**src/rtl/multicycle_alu.sv**
```systemverilog
// Multi-cycle ALU with a valid/ready handshake on both sides.
// Non-shift operations and zero-amount shifts finish in one cycle; shifts with a
// non-zero amount step one bit position per cycle. The result and flags are registered
// and held until the next result is loaded.
//
// Ports:
//   clk        - clock, rising edge
//   reset      - asynchronous active-low reset
//   in_valid   - request valid;     in_ready  - block is idle and can accept
//   ALUControl - operation code;    SrcA/SrcB - operands (SrcB[4:0] = shift amount)
//   out_valid  - result valid;      out_ready - consumer takes the result
//   ALUResult  - registered result; Zero/Illegal - registered flags
module multicycle_alu #(
  parameter int WIDTH = 32
) (
  input  logic             clk,
  input  logic             reset,
  input  logic             in_valid,
  output logic             in_ready,
  input  logic [3:0]       ALUControl,
  input  logic [WIDTH-1:0] SrcA,
  input  logic [WIDTH-1:0] SrcB,
  output logic             out_valid,
  input  logic             out_ready,
  output logic [WIDTH-1:0] ALUResult,
  output logic             Zero,
  output logic             Illegal
);

  localparam logic [1:0] IDLE  = 2'd0;
  localparam logic [1:0] SHIFT = 2'd1;
  localparam logic [1:0] DONE  = 2'd2;

  localparam logic [3:0] OpSll = 4'b0100;
  localparam logic [3:0] OpSrl = 4'b0111;
  localparam logic [3:0] OpSra = 4'b1000;

  logic [1:0]       state_q, state_d;
  logic [3:0]       op_q, op_d;
  logic [WIDTH-1:0] sh_q, sh_d;
  logic [4:0]       cnt_q, cnt_d;
  logic [WIDTH-1:0] res_q, res_d;
  logic             zero_q, zero_d;
  logic             ill_q, ill_d;

  logic [WIDTH-1:0] alu_res;
  logic [WIDTH-1:0] sh_step;
  logic [4:0]       shamt;
  logic             is_shift;
  logic             is_illegal;

  assign shamt      = SrcB[4:0];
  assign is_shift   = (ALUControl == OpSll) || (ALUControl == OpSrl) || (ALUControl == OpSra);
  assign is_illegal = (ALUControl > 4'd9);

  // Single-cycle results; shift codes only reach this path with a zero amount.
  always_comb begin
    alu_res = '0;
    case (ALUControl)
      4'b0000: alu_res = SrcA + SrcB;
      4'b0001: alu_res = SrcA - SrcB;
      4'b0010: alu_res = SrcA & SrcB;
      4'b0011: alu_res = SrcA | SrcB;
      4'b0101: alu_res = {{(WIDTH-1){1'b0}}, ($signed(SrcA) < $signed(SrcB))};
      4'b0110: alu_res = SrcA ^ SrcB;
      4'b1001: alu_res = {{(WIDTH-1){1'b0}}, (SrcA < SrcB)};
      OpSll, OpSrl, OpSra: alu_res = SrcA;
      default: alu_res = '0;
    endcase
  end

  // One-bit step; sra re-inserts the top bit, which is still the captured SrcA MSB.
  always_comb begin
    sh_step = sh_q;
    case (op_q)
      OpSll:   sh_step = {sh_q[WIDTH-2:0], 1'b0};
      OpSrl:   sh_step = {1'b0, sh_q[WIDTH-1:1]};
      default: sh_step = {sh_q[WIDTH-1], sh_q[WIDTH-1:1]};
    endcase
  end

  always_comb begin
    state_d = state_q;
    op_d    = op_q;
    sh_d    = sh_q;
    cnt_d   = cnt_q;
    res_d   = res_q;
    zero_d  = zero_q;
    ill_d   = ill_q;
    case (state_q)
      IDLE: begin
        if (in_valid) begin
          op_d = ALUControl;
          if (is_illegal) begin
            res_d   = '0;
            zero_d  = 1'b1;
            ill_d   = 1'b1;
            state_d = DONE;
          end else if (is_shift && (shamt != 5'd0)) begin
            sh_d    = SrcA;
            cnt_d   = shamt;
            state_d = SHIFT;
          end else begin
            res_d   = alu_res;
            zero_d  = (alu_res == '0);
            ill_d   = 1'b0;
            state_d = DONE;
          end
        end
      end
      SHIFT: begin
        sh_d  = sh_step;
        cnt_d = cnt_q - 5'd1;
        // Last step: publish the shifted value; outputs stay untouched until then.
        if (cnt_q == 5'd1) begin
          res_d   = sh_step;
          zero_d  = (sh_step == '0);
          ill_d   = 1'b0;
          state_d = DONE;
        end
      end
      DONE: begin
        if (out_ready) state_d = IDLE;
      end
      default: state_d = IDLE;
    endcase
  end

  always_ff @(posedge clk or negedge reset) begin
    if (!reset) begin
      state_q <= IDLE;
      op_q    <= '0;
      sh_q    <= '0;
      cnt_q   <= '0;
      res_q   <= '0;
      zero_q  <= 1'b0;
      ill_q   <= 1'b0;
    end else begin
      state_q <= state_d;
      op_q    <= op_d;
      sh_q    <= sh_d;
      cnt_q   <= cnt_d;
      res_q   <= res_d;
      zero_q  <= zero_d;
      ill_q   <= ill_d;
    end
  end

  assign in_ready  = (state_q == IDLE);
  assign out_valid = (state_q == DONE);
  assign ALUResult = res_q;
  assign Zero      = zero_q;
  assign Illegal   = ill_q;

endmodule

```
**config.mk**
```make
export PLATFORM = sky130hd
export DESIGN_NAME = multicycle_alu
export DESIGN_NICKNAME = d
export VERILOG_FILES = /design/src/rtl/multicycle_alu.sv
export SDC_FILE = /design/constraint.sdc
export NUM_CORES = 1
export LEC_CHECK = 0
export CAP_MARGIN = 15
export CORE_ASPECT_RATIO = 2
export CORE_MARGIN = 2
export CORE_UTILIZATION = 30
export DETAILED_ROUTE_END_ITERATION = 7
export GPL_ROUTABILITY_DRIVEN = 1
export GPL_TIMING_DRIVEN = 0
export MAX_ROUTING_LAYER = met4
export PLACE_DENSITY = 0.57
export SLEW_MARGIN = 40
export SYNTH_ARGS = -nofsm -noshare
export SYNTH_HDL_FRONTEND = slang
export SYNTH_SLANG_ARGS = --single-unit
```
**constraint.sdc**
```tcl
create_clock -name clk -period 3.5 [get_ports clk]
set_input_delay 1.05 -clock clk [delete_from_list [all_inputs] [get_ports clk]]
set_output_delay 1.05 -clock clk [all_outputs]
set_load 0.01 [all_outputs]
```
Word-level counts from Yosys, hierarchy flattened
Index checks and enable logic that the tools add are counted.
{"block": "op_classes", "addsub": 3, "n_lt_le_gt_ge": 3, "n_eq_ne": 20, "mux": 31, "n_bitwise": 3, "n_reduce_logical": 14}
{"operator": "$pmux 32 s8", "n": 1}
{"operator": "$mux 32", "n": 7}
{"operator": "$pmux 32 s2", "n": 3}
{"operator": "$logic_not 32->1", "n": 2}
{"operator": "$lt 32x32->1", "n": 2}
{"operator": "$add 32x32->32", "n": 1}
{"operator": "$and 32x32->32", "n": 1}
{"operator": "$or 32x32->32", "n": 1}
{"operator": "$sub 32x32->32", "n": 1}
{"operator": "$xor 32x32->32", "n": 1}
{"operator": "$eq 4x3->1 const B", "n": 6}
{"operator": "$mux 5", "n": 3}
{"operator": "$mux 2", "n": 5}
{"operator": "$pmux 5 s2", "n": 1}
{"operator": "$eq 4x2->1 const B", "n": 2}
{"operator": "$eq 4x4->1 const B", "n": 2}
{"operator": "$mux 1", "n": 8}
{"operator": "$reduce_and 4->1", "n": 2}
{"operator": "$ne 2x2->1 const B", "n": 3}
{"operator": "$pmux 2 s3", "n": 1}
{"operator": "$eq 5x1->1 const B", "n": 1}
{"operator": "$reduce_bool 5->1", "n": 1}
{"operator": "$sub 5x1->5 const B", "n": 1}
{"operator": "$eq 4x1->1 const B", "n": 1}
{"operator": "14 further kinds", "n": 17}
{"block": "word_totals", "reg_bits": 77, "input_bits": 72, "out_inout_bits": 36, "word_cells": 81}

Logic depth before layout (Yosys ltp)
Gate-level depths: netlist of run 1.
{"block": "logic_depth", "ltp_word": 8, "mapped_depth": 14, "ltp_nobuf": 14}

Least setup slack after synthesis of run 1
OpenSTA, ideal clock, no wires.
{"block": "synth_timing", "path_type": "input to register", "from": "input port SrcA[0]", "to": "register zero_q (netlist: Zero)", "setup_time_ns": 0.104, "t_arrival_ns": 3.796, "slack_ns": -0.400, "cell_stages": 14, "path_buffers": 0, "cell_sequence": "inv_1 -> ha_1 -> fa_1 -> o21bai_2 -> a21oi_1 -> a221o_1 -> o21a_1 -> a2111oi_2 -> nand3_1 -> nor4_1 -> nand4_1 -> nor4_1 -> nand4_1 -> o41ai_2"}
{"block": "synth_between", "elab_chain_len": 7, "elab_cells_between_ends": 13, "cone_classes": "2 x add/sub; 2 x order compare; 5 x mux; 3 x bitwise; 1 x reduce/logical"}
{"item": "start: declaration", "line": "21", "source": "input logic [WIDTH-1:0] SrcA,"}
{"item": "$sub 32x32->32 (tied with other cells)", "line": "61", "source": "4'b0001: alu_res = SrcA - SrcB;"}
{"item": "$pmux 32 s8 *", "line": "59", "source": "case (ALUControl)"}
{"item": "$logic_not 32->1 *", "line": "105", "source": "zero_d = (alu_res == '0);"}
{"item": "$mux 1 *", "line": "99", "source": "end else if (is_shift && (shamt != 5'd0)) begin"}
{"item": "$mux 1 *", "line": "94", "source": "if (is_illegal) begin"}
{"item": "$mux 1 *", "line": "92", "source": "if (in_valid) begin"}
{"item": "$pmux 1 s2 *", "line": "90", "source": "case (state_q)"}
{"item": "end signal: assignment", "line": "144", "source": "zero_q <= zero_d;"}
{"item": "end: declaration", "line": "43", "source": "logic zero_q, zero_d;"}
Mark *: on every way between the ends. The rest lies on a longest branch, timed or not. The select of a mux whose other input is x is not followed.
A chain may end at the register's enable or synchronous reset.

Worst setup path after layout of run 1
{"block": "layout_timing", "from": "input port SrcA[1]", "to": "register zero_q (netlist: Zero)"}
Same word-level chain as after synthesis.

==> out/metrics.yaml, run 1 <==
period_share_pct: 114.4
outcome: "finished with violations"
synthesis.area_um2: 10200
synth_cell_type_count: 93
dr_total_vias: 12680
grt.overflow.total: 0
hold_viol_final: 0
start_kind: "input port"
grt_usage_pct: 31.06
synth_top_area_cell: "dfrtp_1"
cts_buffers: 9
fin_cells: 2104
period_minus_slack_ns: 4.005
clock-skew-final_ns: 0.007698
grt_pass1_wl_um: 79940
synthArstFlopShare_pct: 100.0
grt_max_degree: 47
globalplace.congestion: 0.9753
path_class: "in -> reg"
slew_violations: 0
rsz0062_at_grt: "yes"
cts_buffer_depth: 2
drive_gt1_share_pct: 32.37
power.density_nw_per_um2: 458.7
crit_arrival_ns: 4.26
syn_inst: 1406
cp_cell_sequence: "buf_12 -> clkinvlp_4 -> ha_4 -> buf_6 -> a21o_4 -> nand4_1 -> buf_6 -> a211oi_2 -> nor3_1 -> o21ba_1 -> a221oi_1 -> o21a_1 -> o2111ai_1 -> nor4_4 -> nand4_1 -> o41ai_2"
place_inst: 1953
synth_seq_area_share_pct: 18.89
cellLeakagePower_nw: 6.320
antennaDiodeCount: 0
nets: 1852
via_per_inst: 6.025
ir_drop_v: 0.0003350
synth-compound-area-share_pct: 31.50
htree_levels: 3
clk_latency_ns: 0.36
drv_cap: 0
cp.required_ns: 3.76
drtAntennaViolNets: 0
ctsHoldBuffers: 0
path_clk_slew_ns: 0.06
yosysMostFrequentCell: "nand2_1"
wl_um: 54590
max_slew_margin_pct: 37.47
dr.pass1.iters: 6
setup_viol: 10
synth_top_family_by_area: "compound AO/OA/AOI/OAI gates"
synth.area.top_cells: "dfrtp_1 (19%), ha_1 (14%), a21oi_1 (6.2%)"
end_kind: "register"
wl_per_cell_um: 25.94
pre_cts_slack_ns: -2.018
drtIter0Drc: 979
synth_ff_type: "dfrtp_1"
violations: "negative setup slack"
power_mw: 7.085
row_count: 95
tightest_slew_ns: 0.9380
synth_nets: 1595
path_max_fanout: 4
initial_core_util_pct: 30.43
die_area_um2: 35580
cts_root_buffer: "clkbuf_16"
fill_cells: 3407
dpl.hpwl_um: 42370
synth_simple_gate_area_share_pct: 24.31
tritoncts: "done"
core_um2: 33520
boundaryPins: 108
drc: 0
clock-sinks: 77
first_global_vias: 12840
synth_top_area_share_pct: 18.89
synth-edff-count: 0
synth_commonest_cells: "nand2_1 (162), a21oi_1 (126), nor2_1 (121), o21ai_0 (121), ha_1 (115)"
antenna_found_initial: 0
critPathMaxStageDelay_ns: 0.33
fin_ws_ns: -0.5051
synth.area.mux_share_pct: 2.515
die_x_um: 134.4
max_freq_mhz: 249.7
port_buffers: 107
die_h_um: 264.8
ys_warn_count: 0
ys_ff_latch: 77
hp-class: "reg -> reg"
synthAdderAreaFrac_pct: 14.50
area_growth_pct: 51.45
syn_area_per_cell_um2: 7.254
crit_slowest_cell: "ha_4"
synth_xor_area_share_pct: 0.5029
path summary, 6_finish.rpt:
path	startpoint	endpoint	slack [ns]	cells past startpoint
max	SrcA[1]	Zero	-0.51	16
min	ALUResult[12]	ALUResult[12]	0.47	2
max reg2reg	state_q[0]	Zero	0.27	10
min reg2reg	ALUResult[12]	ALUResult[12]	0.47	2
max in group asynchronous	reset	cnt_q[3]	2.37	2
min in group asynchronous	reset	ALUResult[26]	0.57	1
sequential cells by signal, indices dropped and copies added (netlist names):
register and cells:
ALUResult 32, Illegal 1, sh_q 32, op_q 4, Zero 1, state_q 2
cnt_q 5
metal layers:
| layer | vias to the layer above | wire length [um] | track usage (%) |
|---|---|---|---|
| met5 | - | 0 | - |
| met4 | 0 | 5733 | 25.69 |
| met2 | 600 | 28370 | 55.81 |
| li1 | 5656 | - | - |
| met1 | 6109 | 18020 | 29.24 |
| met3 | 311 | 2471 | 3.289 |
power by group:
part,internal (mW),leakage (nW),total [mW],switching [mW]
clock,0.646,0.152,1.06,0.416
combinational,1.78,5.25,4.22,2.44
sequential,1.34,0.921,1.81,0.469
total,3.76,6.32,7.09,3.33
repair_timing:
item | 4_1_cts | 5_1_grt
resized for setup | 599 | 123
pin swaps | 115 | 69
endpoints found under the hold margin | 0 | 0
buffers inserted | 101 | 43
cloned | 1 | 0
endpoints found under the setup margin | 44 | 16
logic make-up after synthesis:
| family | Yosys count |
|---|---|
| AND/OR/NAND/NOR | 504 |
| AO/OA/AOI/OAI | 485 |
| buffers and inverters | 193 |
| adder cells (fa/ha/maj) | 117 |
| flip-flops | 77 |
| multiplexers | 25 |
| XOR/XNOR | 5 |
worst max-delay path: cells and delay by family:
kind,cells,cell delay (ns)
simple gates,4,0.72
compound gates,7,1.69
buf+inv,4,0.46
fa+ha+maj,1,0.33
cell type report:
cell class              count  area, um2  area share (%)
flip-flops and latches     77       1927           12.47
plain buffers              88      684.4           4.431
repair buffers            252       2333           15.11
inverters                  99      430.4           2.786
clock inverters             5      83.83          0.5427
well taps                 436      545.5           3.532
multi-input cells        1136       9200           59.56
clock buffers              11      242.7           1.571
per-stage QoR:
step	setup TNS, ns	util (%)	cell area (um2)	hold slack (ns)
final	-2.811	46.08	15450	0.4660
after global routing	-4.014	46.08	15450	0.4997
after CTS	-2.523	44.02	14760	0.4715
after detailed placement	-51.89	36.04	12080	0.4576
after global placement	-191.81	35.77	11990	0.4494
after floorplan	-0.5187	-	10370	0.4648
layout by cell type (no fill, tap or decap), types with 11 or more instances in the layout:
| master | n |
|---|---|
| nand2_1 | 153 |
| buf_4 | 128 |
| nor2_1 | 108 |
| o21ai_0 | 108 |
| a21oi_1 | 85 |
| ha_1 | 83 |
| dfrtp_1 | 77 |
| inv_1 | 54 |
| clkdlybuf4s50_1 | 53 |
| buf_6 | 40 |
| clkbuf_1 | 36 |
| nand3_1 | 35 |
| inv_2 | 31 |
| ha_4 | 26 |
| nor3_1 | 24 |
| a21oi_2 | 22 |
| a21oi_4 | 20 |
| nand4_1 | 19 |
| mux2i_1 | 19 |
| o211ai_1 | 18 |
| o22ai_1 | 16 |
| buf_2 | 15 |
| a21o_1 | 15 |
| nor4_1 | 15 |
| clkbuf_16 | 14 |
| clkbuf_4 | 14 |
| nand2b_1 | 11 |
| buf_8 | 11 |
| buf_12 | 11 |
| o21ai_1 | 11 |
| and2_1 | 11 |
| dlygate4sd2_1 | 11 |
Power figures use the tool's default switching activity.
==> run 2: changes to the inputs <==
--- a/config.mk
+++ b/config.mk
@@ -14,6 +14,7 @@
 export GPL_TIMING_DRIVEN = 0
 export MAX_ROUTING_LAYER = met4
 export PLACE_DENSITY = 0.57
+export SKIP_CTS_REPAIR_TIMING = 1
 export SLEW_MARGIN = 40
 export SYNTH_ARGS = -nofsm -noshare
 export SYNTH_HDL_FRONTEND = slang
==> run 2 against run 1 <==
The flow still finishes with violations (negative setup slack). Sequential share of layout area is 0.46 points higher. Total power is 2.0% lower. Worst setup slack better by 0.0065 ns. Via count decreased by 2.7%. Cell area fell by 3.5%.
==> out/metrics.yaml, run 2 (same netlist as run 1, synthesis figures left out) <==
outcome: "finished with violations"
violations: "negative setup slack"
fin_util_pct: 44.46
tightest_slew_ns: 1.010
cp.required_ns: 3.76
die_area_um2: 35580
grt_pass1_wl_um: 75210
rsz0062_at_grt: "yes"
max_freq_mhz: 250.1
max_slew_margin_pct: 32.66
dpl.hpwl_um: 42370
fill_cells: 3451
r2r_end: "sh_q[25]"
placed_area_um2: 12080
ff2ff_path_depth: 8
dr.pass1.iters: 7
top_usage_layer: "met2"
drv_cap: 0
met1_usage_pct: 28.53
path_class: "in -> reg"
hold_slack_ns: 0.4652
stdcell_area_um2: 14900
drive_gt1_share_pct: 30.21
grt.overflow.total: 0
cts_buffers: 9
groute.layer.met3.usage_pct: 2.314
crit_arrival_ns: 4.26
grt_usage_pct: 29.47
tns_ns: -2.490
dr_total_vias: 12340
slew_violations: 0
period_minus_slack_ns: 3.999
ir_drop_v: 0.0003282
final_cell_mix: "nand2_1 (153), nor2_1 (111), o21ai_0 (106), buf_4 (96), a21oi_1 (88)"
place_inst: 1953
wl_per_cell_um: 26.09
cellLeakagePower_nw: 6.156
via_per_inst: 5.991
first_global_vias: 11730
fin_cells: 2059
nets: 1806
wl_um: 53720
crit_start: "SrcA[0]"
rrSetupSlack_ns: 0.40
end_kind: "register"
period_share_pct: 114.2
drtAntennaViolNets: 0
boundaryPins: 108
power.density_nw_per_um2: 465.8
pre_cts_slack_ns: -2.018
fin_ws_ns: -0.4986
area_growth_pct: 46.10
port_buffers: 107
clk_latency_ns: 0.36
globalplace.congestion: 0.9753
core_um2: 33520
drc: 0
antenna_found_initial: 1
clock-sinks: 77
start_kind: "input port"
initial_core_util_pct: 30.43
cts_root_buffer: "clkbuf_16"
r2r-start: "op_q[3]"
setup_viol: 11
tritoncts: "done"
clock-skew-final_ns: 0.007483
die_h_um: 264.8
path_clk_slew_ns: 0.06
crit_end: "Zero"
htree_levels: 3
cts_buffer_depth: 2
final_common_cell: "nand2_1"
drtIter0Drc: 892
hold_viol_final: 0
power_mw: 6.941
hp-class: "reg -> reg"
use_met2_pct: 55.12
row_count: 95
die_x_um: 134.4
grt_max_degree: 47
path_max_fanout: 4
## run 2: cell types whose count changed in the layout (fill, tap and decap cells not counted), moves of 4 or more
cell	change
nor3_2	+4
clkbuf_2	+14
clkbuf_16	-4
clkbuf_4	-7
dlygate4sd2_1	-11
dlymetal6s2s_1	+17
inv_1	+5
buf_4	-32
clkbuf_1	-5
## run 2: area by class of cell
class	instances	area, um2	share of cell area [%]
repair buffers	205	1936	12.99
multi-input cells	1136	9123	61.22
diodes	1	2.502	0.01679
plain buffers	89	618.1	4.148
clock inverters	5	83.83	0.5626
flip-flops and latches	77	1927	12.93
clock buffers	11	242.7	1.629
well taps	436	545.5	3.661
inverters	99	424.2	2.846
## run 2: critical path, cell delays in order
cell and delay [ns]:
buf_12 0.10, inv_16 0.03, ha_4 0.16, fa_2 0.42, o21bai_4 0.21, a2111o_1 0.26, nand4_4 0.14, a211o_4 0.40
a211oi_4 0.28, o31ai_2 0.10, and3_1 0.22, or4_4 0.43, o21ai_4 0.09, nand2_2 0.08, o41ai_2 0.26
## run 2: how the worst min path moves through the flow
stage | from | endpoint | slack, ns | cells past startpoint
after floorplan | cnt_q[1] | cnt_q[1] | 0.46 | 2
after global placement | ALUResult[12] | ALUResult[12] | 0.45 | 2
after detailed placement | ALUResult[12] | ALUResult[12] | 0.46 | 2
after CTS | ALUResult[12] | ALUResult[12] | 0.47 | 2
after global routing | ALUResult[31] | ALUResult[31] | 0.50 | 2
final | ALUResult[12] | ALUResult[12] | 0.47 | 2
## run 2: metal layers
| metal | vias to the layer above | part of all wire, % |
|---|---|---|
| met5 | - | 0 |
| met4 | 0 | 9.5 |
| met3 | 260 | 4.1 |
| met2 | 550 | 53 |
| met1 | 5957 | 34 |
| li1 | 5568 | - |
## run 2: power breakdown
group          switching, mW  internal (mW)
Combinational           2.40           1.69
Clock                  0.408          0.646
Sequential             0.465           1.34
